===== src/rtl/mem_arbiter.sv =====
// rtl/mem_arbiter.sv - two-requester arbiter for the unified fetch/data memory port
module mem_arbiter #(
    parameter int MEM_LAT    = 2,
    parameter int STARVE_MAX = 4
) (
    input  logic        clk,
    input  logic        reset,
    input  logic        if_req,
    input  logic [31:0] if_addr,
    output logic        if_gnt,
    output logic        if_rvalid,
    output logic [31:0] if_rdata,
    input  logic        d_req,
    input  logic        d_we,
    input  logic [31:0] d_addr,
    input  logic [31:0] d_wdata,
    output logic        d_gnt,
    output logic        d_rvalid,
    output logic [31:0] d_rdata,
    output logic        mem_en,
    output logic        mem_we,
    output logic [31:0] mem_addr,
    output logic [31:0] mem_wdata,
    input  logic [31:0] mem_rdata,
    output logic        busy,
    output logic        owner
);

    typedef enum logic [1:0] {IDLE, ISSUE, WAIT, RESP} state_t;

    localparam logic [3:0] STARVE_LIM = 4'(STARVE_MAX);
    localparam logic [2:0] LAT_LOAD   = 3'(MEM_LAT - 1);

    state_t      state_q;
    logic [3:0]  streak_q;
    logic [2:0]  cnt_q;
    logic        owner_q;
    logic        we_q;
    logic        if_gnt_q, d_gnt_q, if_rvalid_q, d_rvalid_q;
    logic        mem_en_q, mem_we_q;
    logic [31:0] mem_addr_q, mem_wdata_q, if_rdata_q, d_rdata_q;

    logic        any_req_d;
    logic        win_data_d;
    logic [3:0]  streak_d;

    // Data wins contention until it has taken STARVE_MAX contested grants in a row.
    always_comb begin
        any_req_d  = if_req | d_req;
        win_data_d = d_req & ~(if_req & (streak_q == STARVE_LIM));
        streak_d   = 4'd0;
        if (win_data_d && if_req)
            streak_d = (streak_q == STARVE_LIM) ? streak_q : streak_q + 4'd1;
    end

    always_ff @(posedge clk or negedge reset) begin
        if (!reset) begin
            state_q     <= IDLE;
            streak_q    <= 4'd0;
            cnt_q       <= 3'd0;
            owner_q     <= 1'b0;
            we_q        <= 1'b0;
            if_gnt_q    <= 1'b0;
            d_gnt_q     <= 1'b0;
            if_rvalid_q <= 1'b0;
            d_rvalid_q  <= 1'b0;
            mem_en_q    <= 1'b0;
            mem_we_q    <= 1'b0;
            mem_addr_q  <= 32'd0;
            mem_wdata_q <= 32'd0;
            if_rdata_q  <= 32'd0;
            d_rdata_q   <= 32'd0;
        end else begin
            if_gnt_q    <= 1'b0;
            d_gnt_q     <= 1'b0;
            if_rvalid_q <= 1'b0;
            d_rvalid_q  <= 1'b0;
            mem_en_q    <= 1'b0;
            mem_we_q    <= 1'b0;
            case (state_q)
                IDLE, RESP: begin
                    if (any_req_d) begin
                        state_q     <= ISSUE;
                        owner_q     <= win_data_d;
                        streak_q    <= streak_d;
                        we_q        <= win_data_d & d_we;
                        if_gnt_q    <= ~win_data_d;
                        d_gnt_q     <= win_data_d;
                        mem_en_q    <= 1'b1;
                        mem_we_q    <= win_data_d & d_we;
                        mem_addr_q  <= win_data_d ? d_addr : if_addr;
                        mem_wdata_q <= d_wdata;
                    end else begin
                        state_q <= IDLE;
                        owner_q <= 1'b0;
                    end
                end
                ISSUE: begin
                    cnt_q   <= LAT_LOAD;
                    state_q <= WAIT;
                end
                WAIT: begin
                    if (cnt_q == 3'd0) begin
                        state_q <= RESP;
                        if (!owner_q) begin
                            if_rvalid_q <= 1'b1;
                            if_rdata_q  <= mem_rdata;
                        end else begin
                            d_rvalid_q <= 1'b1;
                            if (!we_q)
                                d_rdata_q <= mem_rdata;
                        end
                    end else begin
                        cnt_q <= cnt_q - 3'd1;
                    end
                end
                default: state_q <= IDLE;
            endcase
        end
    end

    assign if_gnt    = if_gnt_q;
    assign d_gnt     = d_gnt_q;
    assign if_rvalid = if_rvalid_q;
    assign d_rvalid  = d_rvalid_q;
    assign if_rdata  = if_rdata_q;
    assign d_rdata   = d_rdata_q;
    assign mem_en    = mem_en_q;
    assign mem_we    = mem_we_q;
    assign mem_addr  = mem_addr_q;
    assign mem_wdata = mem_wdata_q;
    assign busy      = (state_q != IDLE);
    assign owner     = owner_q;

endmodule

===== config.mk =====
export PLATFORM = sky130hd
export DESIGN_NAME = mem_arbiter
export DESIGN_NICKNAME = d
export VERILOG_FILES = /design/src/rtl/mem_arbiter.sv
export SDC_FILE = /design/constraint.sdc
export NUM_CORES = 1
export LEC_CHECK = 0
export ABC_AREA = 1
export CAP_MARGIN = 5
export CELL_PAD_IN_SITES_DETAIL_PLACEMENT = 1
export CELL_PAD_IN_SITES_GLOBAL_PLACEMENT = 1
export CORE_ASPECT_RATIO = 0.75
export CORE_MARGIN = 3
export CORE_UTILIZATION = 30
export CTS_CLUSTER_DIAMETER = 200
export DETAILED_ROUTE_END_ITERATION = 6
export HOLD_SLACK_MARGIN = 0.05
export PLACE_DENSITY_LB_ADDON = 0.1
export REMOVE_ABC_BUFFERS = 1
export SLEW_MARGIN = 20
export SYNTH_ARGS = -nofsm -noshare
export SYNTH_HDL_FRONTEND = slang
export SYNTH_SLANG_ARGS = --single-unit

===== constraint.sdc =====
create_clock -name clk -period 1.65 [get_ports clk]
set_clock_uncertainty 0.05 [all_clocks]
set_input_delay 0.495 -clock clk [delete_from_list [all_inputs] [get_ports clk]]
set_output_delay 0.495 -clock clk [all_outputs]
set_load 0.01 [all_outputs]

; Word level (Yosys, flattened, before mapping)
; Index checks and enable logic that the tools add are counted.
[classes]
addsub = 2
n_mul = 0
div_mod_pow = 0
order_cmp = 0
n_eq_ne = 7
shift = 0
muxes = 22
n_bitwise = 8
n_reduce_logical = 11
[op_table]
columns = op, count
row1 = 32-bit 2-to-1 mux, 1
row2 = 1-bit 2-to-1 mux, 15
row3 = 4-bit 2-to-1 mux, 2
row4 = 2-bit != test (second input constant), 3
row5 = 2-bit one-hot mux with 3 select lines, 1
row6 = 3-bit one-hot mux with 2 select lines, 1
row7 = 3-bit AND reduction, 2
row8 = 4-bit by 1-bit adder with 4-bit output (second input constant), 1
row9 = 2-bit equality test (second input constant), 2
row10 = 4-bit by 3-bit equality test with 1-bit output (second input constant), 1
row11 = 1-bit inverter, 4
row12 = 2-bit AND reduction, 2
row13 = 4-bit AND reduction, 1
row14 = 2-bit nonzero test, 2
row15 = 1-bit bitwise AND, 3
row16 = 3-bit logical NOT, 1
row17 = 3-bit 2-to-1 mux, 1
row18 = 3-bit by 1-bit subtractor with 3-bit output (second input constant), 1
row19 = 2-bit by 1-bit equality test with 1-bit output (second input constant), 1
row20 = 2-bit logical NOT, 1
row21 = 2-bit 2-to-1 mux, 1
row22 = 2-bit OR reduction, 1
row23 = 1-bit logical AND, 1
row24 = 1-bit bitwise OR, 1
[word_totals]
regBits = 145
latchBits = 0
ram_bits = 0
romBits = 0
in_bits = 133
output_inout_bits = 136
elab_cells = 65
mem_count = 0

; Longest topological paths before layout
; Gate-level depths: netlist of the first run.
[depth]
word_depth = 7
depth_mapped = 10
ltp_nobuf = 9

; Worst setup path before layout of the first run
; No wires, ideal clock.
[synth_timing]
path_type = reg-to-reg
startpoint = register cnt_q[0]
endpoint = register d_rdata_q[24], in the netlist d_rdata[24]
arrival_time_ns = 1.337
required_time_ns = 1.482
setup_slack_ns = 0.146
path_stages_with_launch = 10
synth_period_minus_slack_ns = 1.504
cell_sequence = dfrtp_1 -> inv_1 -> ha_1 -> ha_1 -> nand2_2 -> nor2_2 -> nand2_2 -> buf_6 -> nand2_1 -> o21ai_2
[synth_between]
elab_chain_len = 2
[synth_rtl]
columns = item, line
row1 = from (decl), 36  ; logic [2:0] cnt_q;
row2 = from (signal assigned), 114  ; cnt_q <= cnt_q - 3'd1;
row3 = 3-bit logical NOT, 103  ; if (cnt_q == 3'd0) begin
row4 = 4-bit AND reduction (no line), n/a
row5 = to (signal assigned), 111  ; d_rdata_q <= mem_rdata;
row6 = to (decl), 41  ; logic [31:0] mem_addr_q, mem_wdata_q, if_rdata_q, d_rdata_q;
; Every way passes these cells.
; A chain may end at the register's enable or synchronous reset.

; Worst setup path after layout of the first run
[layout_timing]
startpoint = register state_q[1]
endpoint = output busy
[layout_between]
elab_chain_len = 1
[layout_rtl]
columns = item, line
row1 = from (decl), 34  ; state_t state_q;
row2 = from (signal assigned), 58  ; state_q <= IDLE;
row3 = from (signal assigned), 83  ; state_q <= ISSUE;
row4 = from (signal assigned), 94  ; state_q <= IDLE;
row5 = 2-bit nonzero test, 132  ; assign busy = (state_q != IDLE);
row6 = to (decl), 25  ; output logic busy,
; Every way passes these cells.

==> results of run 1 <==
-- stage by stage --
stage | hold WS [ns] | instance area, um^2 | power (uW) | util [%]
2_1_floorplan | 0.1494 | 6043 | 10140 | -
3_3_place_gp | 0.3130 | 9445 | 15820 | 46.21
3_5_place_dp | 0.3153 | 9445 | 16020 | 46.21
4_1_cts | 0.4178 | 10010 | 19100 | 48.96
5_1_grt | 0.4273 | 10120 | 20470 | 49.54
6_report | 0.4214 | 10120 | 18940 | 49.54
-- final cells by class --
type,instances,area share (%)
flip-flops and latches,145,35.84
repair buffers,315,30.23
multi-input cells,437,20.51
inverters,116,4.301
clock buffers,18,4.239
well taps,282,3.485
clock inverters,14,1.396
-- cells in the mapped netlist --
cell,instances,share of area (%)
nand2_1,272,16
dfrtp_1,145,57
inv_1,114,6.8
nand3_1,69,5.5
o21ai_0,30,2.4
o21ai_1,19,1.5
o21ai_2,19,2.6
buf_2,14,1.1
buf_6,12,2.1
buf_4,6,0.71
ha_1,6,1.2
nor2_1,5,0.30
a21oi_1,4,0.32
nand2_2,4,0.40
o22ai_1,4,0.40
clkbuf_1,3,0.18
nor2_2,3,0.30
buf_1,2,0.12
inv_2,2,0.12
nand3b_1,1,0.12
nor2_4,1,0.18
-- worst max-delay path, stage by stage, from the launching register on --
cell and delay [ns]:
dfrtp_1 0.38, inv_2 0.09, ha_4 0.13, inv_2 0.03, buf_6 0.11
-- routing by layer --
layer  GRT usage, %  wire, um  part of all wire [%]
met2          29.98     10530                    48
met1          22.90      9370                    43
met3          6.990      1631                   7.5
met5              0         0                     0
met4          5.491       355                   1.6
-- final timing paths --
path	from	to	slack, ns	depth (start not counted)
max	state_q[1]	busy	-0.05	4
min	mem_wdata[30]	mem_wdata[30]	0.42	2
max reg2reg	state_q[0]	d_rdata[27]	0.05	9
min reg2reg	mem_wdata[30]	mem_wdata[30]	0.42	2
max in group asynchronous	reset	mem_addr[11]	0.58	3
min in group asynchronous	reset	if_rdata[7]	0.43	2
-- kinds of logic (layout without fill, tap and decap cells) --
group	count (synthesis)	in the layout	synth area share, %
compound gates	76	76	7.235
buf+inv	153	463	11.16
fa+ha+maj	6	6	1.189
flops	145	145	57.48
simple gates	355	355	22.93
-- registers in the layout, indices dropped and copies added, names as in the netlist, 2 cells and up --
name and cells:
cnt_q 3, d_rdata 32, if_rdata 32, mem_addr 32
mem_wdata 32, state_q 2, streak_q 4
-- power by group through the flow --
stage	registers (uW)	logic (uW)	clock network (uW)
finish	6290	8860	3790
global route	6540	9860	4070
CTS	6300	8910	3900
detailed placement	6320	9700	0
global placement	6290	9530	0
floorplan	7020	3120	0
-- what timing repair did --
item,in CTS,in global routing
buffers inserted,0,7
endpoints found under the hold margin,17,0
endpoints found under the setup margin,172,179
cloned,0,7
hold buffers,1,0
pin swaps,0,7
gates resized for setup,249,108
==> impl_metrics.toml, run 1 <==
[timing]
finalCriticalPeriod_ns = 1.700
tightest_slew_ns = 0.3604
finalSetupViolations = 1
fmaxAchievable_mhz = 588.3
finalWorstSetupSlack_ns = -0.04987
relSlewSlack_pct = 75.93
report.final.slew_viol_count = 0
fin_tns_setup_ns = -0.04987
rsz0062_at_grt = "true"
finalHoldViolations = 0
fin_crit_sh_pct = 103.0

[layout]
stdcell_count = 1327
layout-drive-gt1-share_pct = 16.46
seqCellArea_mm2 = 0.003628
fillCellCount = 2415
diodes = 0
final_cell_mix = "272 x nand2_1, 145 x dfrtp_1, 129 x clkdlybuf4s50_1"
area_delta_synth_final_pct = 60.40
fin_nets = 1171
final_common_cell = "nand2_1"
multi_input_area_mm2 = 0.002077

[placed_design]
numPortBuffers = 268
dp_slack_ns = -0.4071
place_inst = 1280
place.gp.congestion = 0.7430
dpl.hpwl_mm = 15.16

[routing]
wire_per_inst_um = 16.50
wl_mm = 21.89
via_per_inst = 4.356
drt-initial-drc-count = 198
drt_first_pass_iters = 4
drc = 0
via_count = 5780
antenna_left = 0

[global_route]
antenna_found_initial = 0
grt_pass1_vias = 6008
overflow = 0
grt_pass1_wl_mm = 33.55
grt_use_total_pct = 18.46
grt_max_degree = 46

[yosys]
ys_seq_area_share_pct = 57.48
netlist-cell-type-count = 21
avgSynthCellArea_um2 = 8.588
syn_area_mm2 = 0.006312
yosys_register_bits = 145
syn-instance-count = 735
yosysWarnings = 0

[clocking]
clock_sinks = 145
cts_buffer_depth = 2
worstSkewPairLatency_ns = 0.42
clkTransAtPathRegs_ns = 0.07
cts_tree = "done"
cts_root_buffer = "clkbuf_16"
htreeDepth = 4
cts_buffers = 17

[floorplanning]
core.rowCount = 45
die_w_um = 173.5
dieArea_mm2 = 0.02284
start_util_pct = 30.88
core_mm2 = 0.02044
ios = 269
die_h_um = 131.6

[power_and_ir_drop]
p_leak_uw = 0.005270
clkPwrFrac_pct = 20.0
power_switching_uw = 7448
vdd_drop_max_uv = 668.8
swShare_pct = 39.32
power.internal_uw = 11500
pwr-share-comb_pct = 46.8
powerDensity_mw_per_mm2 = 1871
power_frac_seq_pct = 33.2

[setup_path]
worstPathRequired_ns = 1.10
crit_fanout = 2
crit_type = "flip-flop to output port"
cp.arrival_ns = 1.15
end_kind = "output port"
cp-start-kind = "flip-flop"

[status]
violations = "negative setup slack"
status = "finished, violations left"

[min_path]
hold_class = "flip-flop to flip-flop"

[job]
maxCapViolCount = 0
Power figures use the tool's default switching activity.
==> run 2, diff against run 1 <==
--- a/config.mk
+++ b/config.mk
@@ -14,6 +14,7 @@
 export CORE_UTILIZATION = 30
 export CTS_CLUSTER_DIAMETER = 200
 export DETAILED_ROUTE_END_ITERATION = 6
+export GPL_TIMING_DRIVEN = 0
 export HOLD_SLACK_MARGIN = 0.05
 export PLACE_DENSITY_LB_ADDON = 0.1
 export REMOVE_ABC_BUFFERS = 1
@@ -21,3 +22,4 @@
 export SYNTH_ARGS = -nofsm -noshare
 export SYNTH_HDL_FRONTEND = slang
 export SYNTH_SLANG_ARGS = --single-unit
+export TNS_END_PERCENT = 5
==> run 2 against run 1 <==
  * The run still ends with negative setup slack left
  * Wire length rose by 7.4%
  * Register-to-register slack worse by 0.10 ns
  * Sequential cell count unchanged
  * Count of clock-buffer cells in the layout is the same
  * Worst hold slack worse by 0.0075 ns
  * Utilization shrank 0.055 points
  * Non-clock buffer count shrank 26
  * Sequential share of layout area is essentially flat
  * Combinational power increased by 6.8%
==> impl_metrics.toml, run 2 (synthesized netlist as in run 1, its figures left out) <==
[status]
status = "finished, violations left"
violations = "negative setup slack"

[global_route]
antenna_found_initial = 0
grt_pass1_wl_mm = 35.54
grt_max_degree = 74
overflow = 0
grt_pass1_vias = 6065
grt_use_total_pct = 20.11

[clocking]
cts_tree = "done"
htreeDepth = 4
clock_sinks = 145
cts_root_buffer = "clkbuf_16"
cts_buffers = 17
clkTransAtPathRegs_ns = 0.07
cts_buffer_depth = 2
worstSkewPairLatency_ns = 0.42

[setup_path]
cp.arrival_ns = 1.16
crit_fanout = 2
crit_path_max_incr_delay_ns = 0.39
crit_type = "flip-flop to output port"
path_buf_inv = 3
cp-start-kind = "flip-flop"
cp_cell_sequence = "inv_2 -> ha_4 -> inv_2 -> buf_6"
worstPathRequired_ns = 1.10
cp_slowest_cell = "dfrtp_1"
cp_top_family = "flip-flops"
end_kind = "output port"
cp_common_cell = "inv_2"

[floorplanning]
ios = 269
core.rowCount = 45
start_util_pct = 30.88
core_mm2 = 0.02044
dieArea_mm2 = 0.02284
die_h_um = 131.6
die_w_um = 173.5

[placed_design]
place_inst = 1252
numPortBuffers = 268
place.gp.congestion = 0.7097
dpl.hpwl_mm = 13.99
dp_slack_ns = -1.313

[timing]
rsz0062_at_grt = "true"
finalHoldViolations = 0
fmaxAchievable_mhz = 587.0
holdWs_ns = 0.4139
tightest_slew_ns = 0.6700
finalSetupViolations = 19
fin_crit_sh_pct = 103.3
fin_tns_setup_ns = -0.2732
finalCriticalPeriod_ns = 1.704
report.final.slew_viol_count = 0
finalWorstSetupSlack_ns = -0.05363
relSlewSlack_pct = 55.24

[layout]
area_delta_synth_final_pct = 60.22
stdcell_count = 1313
final_cell_mix = "256 x nand2_1, 145 x dfrtp_1, 129 x clkdlybuf4s50_1"
final_common_cell = "nand2_1"
fillCellCount = 2391
layout-drive-gt1-share_pct = 18.04
diodes = 0
fin_nets = 1157

[routing]
antenna_left = 0
wire_per_inst_um = 17.90
drt_first_pass_iters = 4
wl_mm = 23.50
via_per_inst = 4.455
via_count = 5849
drt-initial-drc-count = 204
drc = 0

[min_path]
hold_class = "input port to flip-flop"

[job]
maxCapViolCount = 0

[power_and_ir_drop]
p_total_uw = 19500
vdd_drop_max_uv = 765.1
powerDensity_mw_per_mm2 = 1928
p_leak_uw = 0.005135
-- run 2: cell types whose count changed in the layout (fill, tap and decap cells not counted), sizes merged --
cell | before | now
buf | 42 | 22
bufbuf | 0 | 1
clkbuf | 74 | 75
clkdlybuf4s15 | 84 | 77
clkinvlp | 3 | 6
dlymetal6s2s | 2 | 1
inv | 124 | 122
nand2 | 276 | 286
nor2 | 9 | 10
-- run 2: area by class of cell --
cell class                 instances  area [um^2]  area share, %
clock buffer                      18        439.2          4.342
clock inverter                    14        118.9          1.175
multi-input combinational        448         2346          23.20
sequential                       145         3628          35.88
timing repair buffer             289         2728          26.97
tap                              282        352.8          3.489
inverter                         116        484.2          4.788
timing repair inverter             1        16.27         0.1608
-- run 2: timing repair --
item                                    CTS  global route
hold buffers                              1             0
resized for setup                       274           131
cloned                                    8             6
endpoints found under the setup margin  275           199
pin swaps                                 5             7
hold endpoints to repair                 72             0
setup buffers                             9             5
-- run 2: metrics by stage --
step	instance area, um^2	utilization [%]
global route	10110	49.48
floorplan	6043	-
detailed placement	9181	44.92
global placement	9079	44.42
CTS	10060	49.24
finish	10110	49.48
-- run 2: layer usage --
| metal | global-route usage [%] | routed length [um] |
|---|---|---|
| met3 | 7.510 | 1601 |
| met4 | 4.905 | 390 |
| met2 | 32.12 | 10950 |
| met1 | 25.92 | 10560 |
| met5 | 0 | 0 |
-- run 2: where the power goes --
part	leakage, uW	total [uW]	internal [uW]	switching (uW)
Clock	0.000259	3710	2010	1700
Combinational	0.00311	9460	4130	5330
Sequential	0.00177	6330	5340	993
Total	0.00514	19500	11500	8020
-- run 2: path summary, 6_finish.rpt --
check                      slack [ns]            end     startpoint  cells past startpoint
max                             -0.05           busy     state_q[1]                      4
min reg2reg                      0.42  mem_wdata[27]  mem_wdata[27]                      2
max reg2reg                     -0.05    d_rdata[31]     state_q[0]                      7
max in group asynchronous        0.20    mem_addr[2]          reset                      3
min                              0.41    mem_addr[4]          d_req                      4
min in group asynchronous        0.56   if_rdata[25]          reset                      2
-- run 2: worst reg2reg max path, stage by stage (launching register included) --
cell and delay (ns):
dfrtp_1 0.39, inv_2 0.08, ha_2 0.25, nand2_2 0.11
nor2_4 0.14, buf_12 0.21, nand2_8 0.15, o21ai_1 0.24
